**src/rtl/error_log_reader.sv**
```systemverilog
// Error-log consumer: DEPTH-entry FIFO of log beats with fill/fatal IRQ.
// Define ERR_LOG_OVERWRITE_EN to overwrite the oldest entry when full.
module error_log_reader #(
  parameter int          DEPTH      = 16,
  parameter int          IRQ_THRESH = 8,
  parameter logic [31:0] FATAL_MASK = 32'h000000AA
) (
  input  logic                     clk,
  input  logic                     rst,
  input  logic                     error_log_valid,
  input  logic [63:0]              error_log_data,
  input  logic [31:0]              error_timestamp,
  output logic                     rd_valid,
  output logic [63:0]              rd_data,
  output logic [31:0]              rd_timestamp,
  output logic [4:0]               rd_type,
  input  logic                     rd_pop,
  input  logic                     log_clear,
  input  logic                     irq_ack,
  output logic [$clog2(DEPTH):0]   log_count,
  output logic                     log_full,
  output logic [15:0]              overflow_count,
  output logic                     fatal_pending,
  output logic                     log_irq
);

  localparam int AW = $clog2(DEPTH);
  localparam logic [AW:0] THR = (AW+1)'(IRQ_THRESH);

  logic [63:0] r_data [DEPTH];
  logic [31:0] r_ts   [DEPTH];
  logic [AW:0] r_wr_ptr;
  logic [AW:0] r_rd_ptr;
  logic [15:0] r_ovf;
  logic        r_fatal;

  logic [AW:0] w_count;
  logic        w_empty;
  logic        w_full;
  logic        w_pop;
  logic        w_wr;
  logic        w_rd_adv;
  logic        w_lost;
  logic [4:0]  w_type;

  assign w_count = r_wr_ptr - r_rd_ptr;
  assign w_empty = (r_wr_ptr == r_rd_ptr);
  assign w_full  = (r_wr_ptr[AW] != r_rd_ptr[AW]) &&
                   (r_wr_ptr[AW-1:0] == r_rd_ptr[AW-1:0]);
  assign w_type  = error_log_data[22:18];
  assign w_pop   = rd_pop & ~w_empty;
  assign w_lost  = error_log_valid & w_full & ~w_pop;

`ifdef ERR_LOG_OVERWRITE_EN
  // When full, a new beat pushes out the oldest entry.
  assign w_wr     = error_log_valid;
  assign w_rd_adv = w_pop | w_lost;
`else
  // When full, the new beat is dropped unless a pop frees a slot.
  assign w_wr     = error_log_valid & (~w_full | w_pop);
  assign w_rd_adv = w_pop;
`endif

  // Storage array; stale contents are masked by rd_valid on the outputs.
  always_ff @(posedge clk) begin
    if (w_wr) begin
      r_data[r_wr_ptr[AW-1:0]] <= error_log_data;
      r_ts[r_wr_ptr[AW-1:0]]   <= error_timestamp;
    end
  end

  // Pointer update; clear and reset flush the FIFO and discard any push.
  always_ff @(posedge clk) begin
    if (rst || log_clear) begin
      r_wr_ptr <= '0;
      r_rd_ptr <= '0;
    end else begin
      if (w_wr)     r_wr_ptr <= r_wr_ptr + 1'b1;
      if (w_rd_adv) r_rd_ptr <= r_rd_ptr + 1'b1;
    end
  end

  // Saturating count of entries lost to a full FIFO.
  always_ff @(posedge clk) begin
    if (rst || log_clear) begin
      r_ovf <= '0;
    end else if (w_lost && r_ovf != 16'hFFFF) begin
      r_ovf <= r_ovf + 16'd1;
    end
  end

  // Sticky fatal flag: capture wins over ack, clear wins over both.
  always_ff @(posedge clk) begin
    if (rst || log_clear) begin
      r_fatal <= 1'b0;
    end else if (w_wr && FATAL_MASK[w_type]) begin
      r_fatal <= 1'b1;
    end else if (irq_ack) begin
      r_fatal <= 1'b0;
    end
  end

  // Head presentation, zeroed when empty.
  always_comb begin
    rd_valid     = ~w_empty;
    rd_data      = '0;
    rd_timestamp = '0;
    if (!w_empty) begin
      rd_data      = r_data[r_rd_ptr[AW-1:0]];
      rd_timestamp = r_ts[r_rd_ptr[AW-1:0]];
    end
    rd_type = rd_data[22:18];
  end

  assign log_count      = w_count;
  assign log_full       = w_full;
  assign overflow_count = r_ovf;
  assign fatal_pending  = r_fatal;
  assign log_irq        = (w_count >= THR) | r_fatal;

endmodule

```
**config.mk**
```make
export PLATFORM = sky130hd
export DESIGN_NAME = error_log_reader
export DESIGN_NICKNAME = d
export VERILOG_FILES = /design/src/rtl/error_log_reader.sv
export SDC_FILE = /design/constraint.sdc
export NUM_CORES = 1
export LEC_CHECK = 0
export ABC_AREA = 1
export BUFFER_PORTS_ARGS = -buffer_cell sky130_fd_sc_hd__buf_2
export CAP_MARGIN = 0
export CORE_ASPECT_RATIO = 2
export CORE_MARGIN = 2
export CORE_UTILIZATION = 40
export DETAILED_ROUTE_END_ITERATION = 8
export PLACE_DENSITY = 0.53
export SYNTH_ARGS = -nofsm -noshare
export SYNTH_HDL_FRONTEND = slang
export SYNTH_SLANG_ARGS = --single-unit
export TNS_END_PERCENT = 1
```
**constraint.sdc**
```tcl
create_clock -name clk -period 7.78 [get_ports clk]
set_input_delay 1.945 -clock clk [delete_from_list [all_inputs] [get_ports clk]]
set_output_delay 1.945 -clock clk [all_outputs]
set_load 0.03 [all_outputs]
```
==> qor.csv, run 1 <==
metric;value;unit
status;finished clean;
Pre-antenna DRT Iters;6;
largest net degree at the start of global routing;304;
sequential share of power;54.6;%
initial antenna violation count;26;
PD cells;243;nW/um2
CTS tree;built;
Ys Warns;0;
Synth Register Bits;1567;
vias;40154;
clk sinks;1567;
count leader, synth;edfxtp_1;
maximum clock path buffer count;3;
top_reg_cell synth;edfxtp_1;
full die area;161000;um2
fillers;14128;
total routed wirelength;172000;um
grt ovf;0;
Final GP Congestion;0.742;
leakage dissipation;24.1;nW
startpoint types;flop;
wire length per cell;22.8;um
max_cap viols;0;
Yosys cell types;27;
register area;46800;um2
Post-CTS Setup Inserts;0;
Switching Power;0.00375;W
worst skew pair latency;0.78;ns
unrepaired setup endpoints after global routing;no;
Sw Ratio;21.9;%
synthesized cell area;63000;um2
Worst Path Arrival;4.09;ns
# hold bufs at CTS;0;
clk root buf;clkbuf_16;
fin crit period;6.04;ns
share of cells above drive strength 1;9.36;%
Setup TNS;0;ns
combinational share of power;5.2;%
Slew @ Worst Pin;1.12;ns
first-pass GRT wire length;254000;um
area occupied by multi-input gates;14500;um2
met3 usage;3.65;%
Final Max Tran Viols;0;
Initial Util;40.1;%
Core Footprint;157000;um2
die height;565;um
worst vdd ir;0.200;mV
H-tree levels;4;
top cells by area, synth;edfxtp_1 73%, nor2_1 7.6%, nand3_1 4.4%, nand2_1 3.8%, o21ai_0 3.7%;
DRC;0;
crit path kind;reg2out;
CP Capture Type;output pin;
Layout Nets;5442;
slew margin rel.;25.0;%
I/O pin count;228;
GRT busiest layer;met2;
met2 Use GR;37.2;%
Int Pwr;0.0134;W
cell taking the most area after synthesis;edfxtp_1;
Iteration-0 DRC Markers;3384;
Hold Path Class;reg2reg;
Site Rows;206;
syn avg cell area;12.0;um2
placed cells;7265;
Detail Placement HPWL;75700;um
vias per cell;5.33;
clock transition at the registers of the reported paths;0.06;ns
buffers added on ports;227;
top post-synthesis cells by count;1,536 x edfxtp_1, 1,267 x nor2_1, 641 x nand2_1;
register area share after synthesis;74.2;%
origin of the critical flop-to-flop path;r_wr_ptr[0];
Final Setup Violations;0;
non-filler cells, final;7527;
Net Count, Synth;5350;
worst-path maximum fanout;303;
clock share of power;40.2;%
vias in the first global route;39037;
GRT met1 Usage;26.6;%
Yosys top cell area share;73.2;%
Max Clock Skew;0.0258;ns
final period utilization;77.6;%
gr usage total;21.1;%
asr flop ratio synth;0;%
Mapped Cells;5237;
Die W;285;um
critical path required time;5.84;ns
maximum clock frequency;166;MHz
final hold violations;0;
post_cts resized;0;
Post-DRT Antenna Nets;0;
Hold Startpoint;r_rd_ptr[4];
Post-synth EDFFs;1536;
Area Overhead vs Synth;11.8;%
cts bufs inserted;142;
==> placed cells by master (no fill, tap or decap), types with 3 or more instances in the layout <==
cell type | synthesis | routed
edfxtp_1 | 1536 | 1536
nor2_1 | 1267 | 1251
nand2_1 | 641 | 641
nand3_1 | 549 | 549
o21ai_0 | 460 | 460
buf_2 | 96 | 227
o21ai_1 | 176 | 176
clkbuf_16 | 0 | 144
a21oi_1 | 122 | 122
o211ai_1 | 44 | 44
inv_1 | 36 | 35
buf_4 | 31 | 33
clkbuf_1 | 148 | 31
dfxtp_1 | 31 | 27
clkinv_1 | 1 | 26
buf_12 | 0 | 24
clkinv_2 | 0 | 22
nor2_4 | 0 | 17
bufinv_16 | 0 | 12
diode_2 | 0 | 10
ha_1 | 10 | 10
xor2_1 | 9 | 9
inv_6 | 1 | 8
nand4_1 | 5 | 5
nor2_2 | 5 | 4
dfxtp_4 | 0 | 4
xnor2_1 | 3 | 3
clkinvlp_4 | 0 | 3
==> through the flow <==
step	utilization (%)	instance area, um2	hold slack, ns	total power, W	worst slack (ns)
final	44.9	70400	0.476	0.0171	1.74
after global routing	44.8	70400	0.500	0.0176	1.44
after CTS	44.8	70400	0.480	0.0173	1.69
after detailed placement	42.0	65900	0.471	0.0104	2.53
after global placement	42.0	65900	0.469	0.0104	2.55
after floorplan	-	63000	0.452	0.0101	0.745
==> worst paths after layout <==
| check | slack [ns] | depth (start not counted) | to |
|---|---|---|---|
| worst max-delay path | 1.74 | 7 | rd_data[60] |
| worst min-delay path | 0.48 | 2 | r_rd_ptr[4] |
| worst max register to register | 3.95 | 10 | r_data[0][46] |
| worst min register to register | 0.48 | 2 | r_rd_ptr[4] |
==> cell type report <==
cell class | count | area share, %
Inverter | 39 | 0.274
Antenna cell | 10 | 0.0355
Multi-Input combinational cell | 3295 | 20.6
Sequential cell | 1567 | 66.4
Timing Repair Buffer | 284 | 2.65
Tap cell | 2080 | 3.70
Clock inverter | 77 | 1.09
Clock buffer | 175 | 5.28
==> registers in the layout, summed over array words and instances (netlist names), named ones only <==
signal          flops
r_wr_ptr            5
r_rd_ptr            5
r_data           1024
overflow_count     16
r_ts              512
fatal_pending       1
==> per-layer routing <==
metal,up-vias,wire length (um)
met3,274,9340
met1,20147,72000
met5,-,167
li1,18666,-
met4,26,4110
met2,1041,86200
==> power groups by stage <==
stage | clock (W) | sequential [W] | combinational (W)
floorplan | 0 | 0.00953 | 0.000542
global placement | 0 | 0.00952 | 0.000885
detailed placement | 0 | 0.00953 | 0.000897
CTS | 0.00701 | 0.00934 | 0.000900
global route | 0.00729 | 0.00934 | 0.000986
finish | 0.00687 | 0.00934 | 0.000889
==> logic make-up after synthesis <==
logic type / count (synthesis) / synth area share [%]
fa+ha+maj: 11 / 0.230
flops: 1567 / 74.2
compound gates: 802 / 6.55
simple gates: 2470 / 15.9
xor+xnor: 12 / 0.167
buf+inv: 375 / 2.96
==> worst max-delay path: stages, from the launching register on <==
cell and delay (ns):
dfxtp_4 0.88, clkinv_16 0.75, buf_12 0.54, o21ai_0 0.23
nand3_1 0.09, nand3_1 0.14, a21oi_1 0.16, buf_2 0.26
(Power assumes the default switching activity.)
==> run 2: changes to the inputs <==
Settings changed: PLACE_DENSITY 0.53 to 0.55.
Clock period 7.78 ns to 5.25 ns, I/O delays scaled along.
==> qor.csv, run 2 (synthesis gave the netlist of run 1 again) <==
metric;value;unit;change
Area Overhead vs Synth;13.3;%;
Worst Path Arrival;3.42;ns;-0.67 ns
Initial Util;40.1;%;unchanged
I/O pin count;228;;unchanged
Layout Nets;5483;;+0.75%
overall power;0.0259;W;+51%
R2R Path End;r_ts[1][29];;
Largest delay share family, worst path;buffers and inverters;;
startpoint types;flop;;
final hold violations;0;;unchanged
Core Footprint;157000;um2;unchanged
Hold Path Class;reg2reg;;
fin crit period;4.73;ns;
clock transition at the registers of the reported paths;0.06;ns;about the same
clk sinks;1567;;unchanged
Hold Startpoint;r_rd_ptr[4];;
gr usage total;20.9;%;-0.14 points
worst vdd ir;0.323;mV;+61%
slew margin rel.;27.5;%;+2.5 points
max FFs per register;1024;;unchanged
Iteration-0 DRC Markers;3533;;+4.4%
most frequent cells in the layout;1,536 x edfxtp_1, 1,251 x nor2_1, 641 x nand2_1, 549 x nand3_1, 460 x o21ai_0;;
first-pass GRT wire length;251000;um;-0.82%
maximum clock path buffer count;3;;unchanged
max_cap viols;0;;unchanged
Pre-antenna DRT Iters;5;;-1
unrepaired setup endpoints after global routing;no;;
worst-path maximum fanout;128;;-58%
worst skew pair latency;0.77;ns;about the same
Final Setup Violations;0;;unchanged
fillers;14089;;-0.28%
maximum clock frequency;211;MHz;
worst setup margin;0.517;ns;-1.23 ns
Bufs and invs on worst path;3;;unchanged
Register-to-Register Path Depth;10;;unchanged
post_cts resized;0;;unchanged
share of cells above drive strength 1;10.3;%;+0.96 points
Final GP Congestion;0.761;;+2.7%
total routed wirelength;171000;um;-0.71%
Final Max Tran Viols;0;;unchanged
Worst path most repeated cell;nand2_1;;
clk root buf;clkbuf_16;;
Max Clock Skew;0.0238;ns;-0.00201 ns
Post-DRT Antenna Nets;0;;unchanged
final period utilization;90.2;%;
leakage dissipation;24.5;nW;+1.8%
CP Capture Type;output pin;;
CTS tree;built;;
DRC;0;;unchanged
full die area;161000;um2;unchanged
H-tree levels;4;;unchanged
crit path kind;reg2out;;
PD cells;363;nW/um2;+49%
origin of the critical flop-to-flop path;r_wr_ptr[0];;
Hold WS;0.482;ns;+0.00614 ns
Slowest Stage Delay on Critical Path;0.78;ns;-0.10 ns
buffers added on ports;227;;unchanged
initial antenna violation count;34;;+31%
pre-CTS WS;1.24;ns;-1.29 ns
Slew @ Worst Pin;1.09;ns;-0.0343 ns
Detail Placement HPWL;83100;um;+9.8%
CP max-delay cell;buf_4;;
Die W;285;um;unchanged
Site Rows;206;;unchanged
Hold Path End;r_rd_ptr[4];;
Setup TNS;0;ns;unchanged
grt ovf;0;;unchanged
critical path required time;3.94;ns;-1.90 ns
hold path depth;2;;unchanged
vias per cell;5.30;;-0.74%
die height;565;um;unchanged
vias;40107;;-0.12%
cts bufs inserted;142;;unchanged
Post-CTS Setup Inserts;0;;unchanged
largest net degree at the start of global routing;198;;-35%
CP Cell Sequence;clkinv_16 > buf_4 > nand2_1 > nand2_1 > nand2_1 > nand3_1 > nand3_1 > a21oi_1 > buf_2;;
# hold bufs at CTS;0;;unchanged
commonest non-fill, non-tap cell in the layout;edfxtp_1;;
R2R Setup Slk;1.88;ns;-2.07 ns
vias in the first global route;38621;;-1.1%
status;finished clean;;
wire length per cell;22.5;um;-1.3%
## run 2: cell types whose count changed in the layout (fill, tap and decap cells not counted), moves of 2 or more
cell and change:
buf_4 +13, clkinv_4 +3, clkbuf_1 -14, buf_12 +28
clkinv_1 +6, inv_6 -2, clkinv_8 +2, bufinv_16 +9
clkinv_2 +5, diode_2 -2
## run 2: how the worst max path moves through the flow
stage	to	slack (ns)	cells after the start
detailed placement	rd_timestamp[28]	1.24	9
global placement	rd_timestamp[28]	1.26	9
CTS	rd_timestamp[28]	0.40	9
global route	rd_timestamp[28]	0.26	9
floorplan	r_data[11][0]	-1.15	6
finish	rd_timestamp[28]	0.52	9
## run 2: worst reg2reg max path, stage by stage, from the launching register on
cell and delay (ns):
dfxtp_1 0.38, inv_1 0.15, ha_1 0.35, nand2_1 0.09, nor2_2 0.05, nand3_1 0.09
nand2_1 0.21, inv_1 0.26, nand2_1 0.28, nor2_4 0.70, buf_4 0.46
## run 2: through the flow
stage / instances / cell area [um2] / utilization, %
floorplan: 5237 / 63000 / -
global placement: 7306 / 66600 / 42.4
detailed placement: 7306 / 66600 / 42.4
CTS: 7566 / 71300 / 45.4
global route: 7568 / 71300 / 45.4
finish: 7574 / 71300 / 45.5
## run 2: final cells by class
cell class	count	area, um2	share of cell area [%]
Antenna cell	8	20.0	0.0281
Clock buffer	160	3640	5.10
Clock inverter	100	1120	1.57
Inverter	39	193	0.270
Multi-Input combinational cell	3295	14500	20.3
Sequential cell	1567	46800	65.5
Tap cell	2080	2600	3.65
Timing Repair Buffer	325	2520	3.54
## run 2: metal layers
layer	wire length, um	global-route usage [%]	vias up
li1	-	-	18755
met1	70900	26.9	19766
met2	83100	35.5	1265
met3	12100	4.75	279
met4	4240	5.95	42
met5	248	0	-
## run 2: power by group
group | internal, W | leakage, nW | switching (W)
clock | 0.00607 | 2.33 | 0.00463
sequential | 0.0138 | 14.1 | 0.0000240
combinational | 0.000331 | 8.04 | 0.00103
